### config.mk
export PLATFORM = sky130hd
export DESIGN_NAME = fetch_stage
export DESIGN_NICKNAME = d
export VERILOG_FILES = /design/src/rtl/fetch_stage.sv
export SDC_FILE = /design/constraint.sdc
export NUM_CORES = 1
export LEC_CHECK = 0
export CORE_MARGIN = 4
export CORE_UTILIZATION = 48
export CTS_BUF_LIST = sky130_fd_sc_hd__clkbuf_2 sky130_fd_sc_hd__clkbuf_4 sky130_fd_sc_hd__clkbuf_8
export CTS_CLUSTER_DIAMETER = 150
export DETAILED_ROUTE_END_ITERATION = 16
export HOLD_SLACK_MARGIN = 0.1
export PLACE_DENSITY = 0.79
export SLEW_MARGIN = 0
export SYNTH_ARGS = -nofsm -noshare
export SYNTH_HDL_FRONTEND = slang
export SYNTH_SLANG_ARGS = --single-unit
### constraint.sdc
create_clock -name clk -period 2.4 [get_ports clk]
set_clock_uncertainty 0.05 [all_clocks]
set_input_delay 0.24 -clock clk [delete_from_list [all_inputs] [get_ports clk]]
set_output_delay 0.24 -clock clk [all_outputs]
set_load 0.03 [all_outputs]
### src/rtl/fetch_stage.sv
// Instruction fetch stage: PC sequencing, single outstanding instruction-memory
// request, one-entry skid buffer for stalls, and branch redirect with kill of in-flight data.
module fetch_stage #(
  parameter logic [31:0] RESET_PC = 32'h0000_0000
) (
  input  logic        clk,
  input  logic        rst_n,
  output logic        imem_req,
  output logic [31:0] imem_addr,
  input  logic        imem_ack,
  input  logic [31:0] imem_rdata,
  input  logic        stall,
  input  logic        branch_taken,
  input  logic [31:0] branch_target,
  output logic [31:0] if_id_instr,
  output logic [31:0] if_id_pc4,
  output logic        if_id_valid,
  output logic [5:0]  OPCODE
);

  typedef enum logic [1:0] {IDLE = 2'd0, REQ = 2'd1, HOLD = 2'd2} state_t;

  state_t      state_q, state_d;
  logic [31:0] pc_q, pc_d;
  logic [31:0] tgt_q, tgt_d;
  logic        kill_q, kill_d;
  logic [31:0] skid_q, skid_d;
  logic [31:0] instr_q, instr_d;
  logic [31:0] pc4_q, pc4_d;
  logic        valid_q, valid_d;

  logic [31:0] br_tgt;
  logic [31:0] pc_inc;
  logic        load_new;
  logic [31:0] new_instr;
  logic [31:0] new_pc4;

  assign br_tgt = {branch_target[31:2], 2'b00};
  assign pc_inc = pc_q + 32'd4;

  always_ff @(posedge clk or negedge rst_n) begin
    if (!rst_n) state_q <= IDLE;
    else        state_q <= state_d;
  end

  always_comb begin
    state_d = state_q;
    case (state_q)
      IDLE:    state_d = REQ;
      REQ:     if (!branch_taken && imem_ack && !kill_q && stall) state_d = HOLD;
      HOLD:    if (branch_taken || !stall) state_d = REQ;
      default: state_d = IDLE;
    endcase
  end

  always_comb begin
    imem_req  = (state_q == REQ);
    imem_addr = pc_q;
  end

  // While a kill is pending the PC keeps the in-flight address; the redirect waits in tgt_q.
  always_comb begin
    pc_d      = pc_q;
    tgt_d     = tgt_q;
    kill_d    = kill_q;
    skid_d    = skid_q;
    load_new  = 1'b0;
    new_instr = 32'h0;
    new_pc4   = pc4_q;
    case (state_q)
      IDLE: begin
        if (branch_taken) pc_d = br_tgt;
      end
      REQ: begin
        if (branch_taken) begin
          if (imem_ack) begin
            pc_d   = br_tgt;
            kill_d = 1'b0;
          end else begin
            tgt_d  = br_tgt;
            kill_d = 1'b1;
          end
        end else if (imem_ack) begin
          if (kill_q) begin
            pc_d   = tgt_q;
            kill_d = 1'b0;
          end else if (stall) begin
            skid_d = imem_rdata;
            pc_d   = pc_inc;
          end else begin
            load_new  = 1'b1;
            new_instr = imem_rdata;
            new_pc4   = pc_inc;
            pc_d      = pc_inc;
          end
        end
      end
      HOLD: begin
        if (branch_taken) begin
          pc_d = br_tgt;
        end else if (!stall) begin
          // PC already advanced past the skid word, so it is that word's pc4.
          load_new  = 1'b1;
          new_instr = skid_q;
          new_pc4   = pc_q;
        end
      end
      default: ;
    endcase
  end

  always_comb begin
    instr_d = instr_q;
    pc4_d   = pc4_q;
    valid_d = valid_q;
    if (branch_taken) begin
      instr_d = 32'h0;
      valid_d = 1'b0;
    end else if (!stall) begin
      if (load_new) begin
        instr_d = new_instr;
        pc4_d   = new_pc4;
        valid_d = 1'b1;
      end else begin
        instr_d = 32'h0;
        valid_d = 1'b0;
      end
    end
  end

  always_ff @(posedge clk or negedge rst_n) begin
    if (!rst_n) begin
      pc_q    <= RESET_PC;
      tgt_q   <= RESET_PC;
      kill_q  <= 1'b0;
      skid_q  <= 32'h0;
      instr_q <= 32'h0;
      pc4_q   <= 32'h0;
      valid_q <= 1'b0;
    end else begin
      pc_q    <= pc_d;
      tgt_q   <= tgt_d;
      kill_q  <= kill_d;
      skid_q  <= skid_d;
      instr_q <= instr_d;
      pc4_q   <= pc4_d;
      valid_q <= valid_d;
    end
  end

  assign if_id_instr = instr_q;
  assign if_id_pc4   = pc4_q;
  assign if_id_valid = valid_q;
  assign OPCODE      = instr_q[31:26];

endmodule
==> impl_metrics.toml, run 1 <==
[status]
status = "finished clean"

[finish]
fin_cells = 1180
drive_above_1_share_pct = 17.5
regArea_mm2 = 0.00395
fillers = 1300
fin_area_mm2 = 0.0105
multi_input_area_mm2 = 0.00369
final_cell_mix = "164 x clkdlybuf4s50_1, 158 x dfrtp_1, 95 x nand2_1"
diodes = 0
final_common_cell = "clkdlybuf4s50_1"
final_nets = 1026
syn_to_final_growth_pct = 31.2

[die]
fp.dieH_um = 137
start_util_pct = 49.7
die_x_um = 137
pin_count = 173
num_rows = 46
core_mm2 = 0.0161
die_area_mm2 = 0.0188

[synthesis]
ys_types = 59
syn_inst = 790
synth-seq-cells = 158
yosys_warnings = 0
syn-mean-instance-area_um2 = 10.1
synth_seq_area_share_pct = 49.4
synthArstFlopShare_pct = 100
synth_top_flop_cell = "dfrtp_1"
synth_edf_count = 0
netlist_area_mm2 = 0.00801

[clock_network]
cts_sinks = 158
cts-htree-levels = 4
postCtsSetupBuffers = 0
cts_tree = "yes"
clockBufferDepth = 2
clk_pin_slew_ns = 0.09
root_buffer = "clkbuf_8"
insertion_delay_ns = 0.46
numCtsBuffers = 17

[critical_path]
r2r_end = "imem_addr[27]"
startpoint_type = "register"
reg2regPathDepth = 5
r2r_start = "imem_addr[7]"
arrival_ns = 2.58
path_class = "register to register"
r2r_slack_ns = 0.12
required_ns = 2.69
crit_path_end_kind = "register"
crit_fanout = 7

[sta]
grt_setup_unrepaired = "false"
period_share_pct = 95.2
setup_viol = 0
hold_viol_final = 0
report.final.slew_viol_count = 0
fmax_mhz = 438
period_minus_slack_ns = 2.28
relSlewSlack_pct = 59.1
worst_slew_pin_slew_ns = 0.611
setup_tns_ns = 0

[route]
vias = 6779
antenna_left = 0
viasPerCell = 5.74
route.detailed.drc = 0
routed_wl_um = 22000
drt_first_pass_iters = 5
drt_iter0_markers = 595
wl_per_cell_um = 18.6

[pwr]
ir_worst_vdd_uv = 658
powerDensity_mw_per_mm2 = 1170
leakagePower_nw = 4.21

[placement]
numPortBuffers = 166
placed_cells = 1148
gp_congestion = 0.988
hpwl_um = 16100
placed_cell_area_mm2 = 0.0100

[global_routing]
antenna_found_initial = 0
grt_pass1_vias = 6602
grt_pass1_wl_um = 34800
grt-ovfl-total = 0
grt_util_all_layers_pct = 23.9
grt_max_degree = 59

[flow_run]
cap_violations = 0

[worst_hold_path]
hp-class = "input pin to async pin"
## area by class of cell
class                   instances  area share (%)
clock buffers                  20            2.62
clock inverters                11            1.70
inverters                       7           0.250
multi-input cells             549            35.1
flip-flops and latches        158            37.6
well taps                     216            2.57
repair buffers                219            20.1
## report_power, final
group / total, W / internal, W / switching, W
clock network: 0.00224 / 0.00122 / 0.00102
logic: 0.00552 / 0.00250 / 0.00302
registers: 0.00450 / 0.00364 / 0.000857
## how the worst max path moves through the flow
stage / startpoint / endpoint / slack [ns] / cells past startpoint
after floorplan: state_q[1] / skid_q[0] / 0.007 / 8
after global placement: branch_taken / imem_addr[23] / 0.19 / 6
after detailed placement: branch_taken / imem_addr[23] / 0.15 / 7
after CTS: state_q[1] / imem_req / 0.03 / 4
after global routing: imem_addr[3] / imem_addr[30] / 0.01 / 6
final: imem_addr[7] / imem_addr[27] / 0.12 / 5
## critical path, stage by stage, from the launching register on
cell	delay (ns)
dfrtp_1	0.50
and3_1	0.34
nand3_1	0.19
or3_1	0.50
mux2_2	0.30
or2_2	0.28
## synth_stat cells (all sizes together) (11+ instances only)
cell / instances / area share (%)
a21oi: 15 / 0.94
a22oi: 34 / 3.2
and3: 18 / 1.4
buf: 33 / 2.5
clkbuf: 46 / 2.2
dfrtp: 158 / 49
mux2: 63 / 8.9
nand2: 96 / 4.5
nand2b: 11 / 0.86
nand3: 18 / 1.1
nand4: 11 / 1.0
nor2: 22 / 1.1
nor3: 16 / 1.4
nor4: 17 / 1.5
o21ai: 90 / 5.6
xnor2: 40 / 4.4
## stage by stage
step | hold WS, ns | total power [W] | setup WS [ns] | util [%]
2_1_floorplan | -0.106 | 0.00776 | 0.00714 | -
6_report | 0.267 | 0.0123 | 0.116 | 65.2
3_5_place_dp | 0.213 | 0.0100 | 0.148 | 62.3
4_1_cts | 0.286 | 0.0123 | 0.0315 | 65.2
5_1_grt | 0.324 | 0.0130 | 0.0147 | 65.2
3_3_place_gp | 0.213 | 0.00984 | 0.189 | 62.3
## registers in the layout (all words and copies together) (netlist names)
| register | cells |
|---|---|
| if_id_pc4 | 30 |
| if_id_valid | 1 |
| skid_q | 32 |
| if_id_instr | 32 |
| state_q | 2 |
| tgt_q | 30 |
| imem_addr | 30 |
| kill_q | 1 |
## kinds of logic (layout without fill, tap and decap cells)
kind of cell | after synthesis | in the layout | synth area share, %
AND/OR/NAND/NOR | 240 | 240 | 15.7
AO/OA/AOI/OAI | 186 | 186 | 14.5
flip-flops | 158 | 158 | 49.4
buffers and inverters | 86 | 257 | 5.00
multiplexers | 71 | 71 | 9.86
XOR/XNOR | 43 | 43 | 4.70
adder cells (fa/ha/maj) | 5 | 5 | 0.781
other | 1 | 4 | 0.0468
## per-layer routing
metal,vias to the layer above,GRT usage [%],wire (um)
met2,296,35.1,10200
met3,51,4.82,1410
li1,3160,-,-
met1,3272,34.4,9690
met4,0,9.92,682
met5,-,0,0
## what timing repair did
item                                    in CTS  in global routing
gates resized for setup                      0                  1
endpoints found under the setup margin       0                  1
hold buffers                                 1                  0
endpoints found under the hold margin       55                  0
Note: power is estimated with default switching activity, not from simulation.
==> run 2, diff against run 1 <==
ABC_CLOCK_PERIOD_IN_PS = 2400   (was unset)
GPL_ROUTABILITY_DRIVEN = 1   (was unset)
SKIP_CTS_REPAIR_TIMING = 1   (was unset)
==> results of run 2 <==
Same layout as run 1: the final DEF is identical, and so are final timing and power.
Among the figures that moved: via count of the first global-routing pass 6602 -> 6592; overall routing resource usage 23.9% -> 23.8%
==> run 3, diff against run 2 <==
SETUP_SLACK_MARGIN = 0.3   (was unset)
==> impl_metrics.toml, run 3 (synthesis gave the netlist of run 1 again) <==
[status]
status = "finished clean"

[die]
start_util_pct = 49.7
pin_count = 173
die_x_um = 137
core_mm2 = 0.0161
fp.dieH_um = 137
num_rows = 46
die_area_mm2 = 0.0188

[finish]
final_nets = 1045
final_cell_mix = "163 x clkdlybuf4s50_1, 132 x dfrtp_1, 94 x nand2_1"
diodes = 0
fillers = 1234
final_common_cell = "clkdlybuf4s50_1"
drive_above_1_share_pct = 23.9
final_util_pct = 67.2
fin_cells = 1200
syn_to_final_growth_pct = 35.3

[placement]
placed_cells = 1135
gp_congestion = 0.883
hpwl_um = 15000
numPortBuffers = 166
place_ws_ns = 0.197

[clock_network]
insertion_delay_ns = 0.46
cts_tree = "yes"
root_buffer = "clkbuf_8"
numCtsBuffers = 17
clockBufferDepth = 2
cts_sinks = 158
clk_pin_slew_ns = 0.09
cts-htree-levels = 4

[route]
wl_per_cell_um = 18.3
drt_iter0_markers = 475
viasPerCell = 5.69
vias = 6824
drt_first_pass_iters = 5
routed_wl_um = 21900
antenna_left = 0
route.detailed.drc = 0

[worst_hold_path]
hp-class = "input pin to async pin"

[pwr]
ir_worst_vdd_uv = 671
leakagePower_nw = 4.30
powerDensity_mw_per_mm2 = 1150

[sta]
hold_viol_final = 0
worst_slew_pin_slew_ns = 0.589
fin_ws_ns = 0.230
grt_setup_unrepaired = "true"
worst_hold_slack_ns = 0.210
report.final.slew_viol_count = 0
setup_viol = 0
fmax_mhz = 461
period_share_pct = 90.4
period_minus_slack_ns = 2.17
setup_tns_ns = 0
relSlewSlack_pct = 60.7

[critical_path]
crit_fanout = 6
crit_path_cell_trace = "nand4_1 > or3_1 > or4_4 > or4_1 > nand3_1"
r2r_slack_ns = 0.23
crit_slowest_cell = "or4_4"
reg2regPathDepth = 5
required_ns = 2.74
path_class = "register to register"
cp_slowest_stage_delay_ns = 0.51
crit_path_end_kind = "register"
arrival_ns = 2.51
startpoint_type = "register"

[global_routing]
grt_pass1_vias = 6260
grt_max_degree = 68
grt_pass1_wl_um = 33300
grt_util_all_layers_pct = 22.7
antenna_found_initial = 1
grt-ovfl-total = 0

[flow_run]
cap_violations = 0
## run 3: layout make-up
type                    count  area (um2)  area share (%)
clock buffers              22         290            2.68
clock inverters            10         136            1.26
inverters                   7        26.3           0.243
multi-input cells         549        3830            35.4
flip-flops and latches    158        3990            36.8
well taps                 216         270            2.50
repair buffers            238        2290            21.1
## run 3: final timing paths
kind	start	to
worst max-delay path	imem_addr[21]	imem_addr[30]
worst min-delay path	rst_n	if_id_instr[22]
worst max register to register	imem_addr[21]	imem_addr[30]
worst min register to register	if_id_pc4[24]	if_id_pc4[24]
max in group asynchronous	rst_n	imem_addr[12]
min in group clk	imem_rdata[4]	skid_q[4]
## run 3: per-stage QoR
step | instance area (um2) | power [W]
2_1_floorplan | 8160 | 0.00797
3_3_place_gp | 10000 | 0.00972
3_5_place_dp | 10000 | 0.00990
4_1_cts | 10500 | 0.0121
5_1_grt | 10800 | 0.0132
6_report | 10800 | 0.0125
## run 3: worst max-delay path: cells and delay by family, from the launching register on
kind,cells,cell delay [ns]
flops,1,0.43
simple gates,5,1.62
## run 3: per-layer routing
layer | track usage, % | vias to the layer above | wire length, um
met3 | 7.06 | 43 | 1890
met1 | 29.6 | 3285 | 9050
met2 | 35.6 | 302 | 10500
li1 | - | 3192 | -
met5 | 0 | - | 12
met4 | 8.54 | 2 | 535
## run 3: where the power goes
part	switching [W]	internal (W)	total [W]
logic	0.00301	0.00274	0.00575
clock network	0.00100	0.00113	0.00213
registers	0.000901	0.00368	0.00459
total	0.00492	0.00755	0.0125
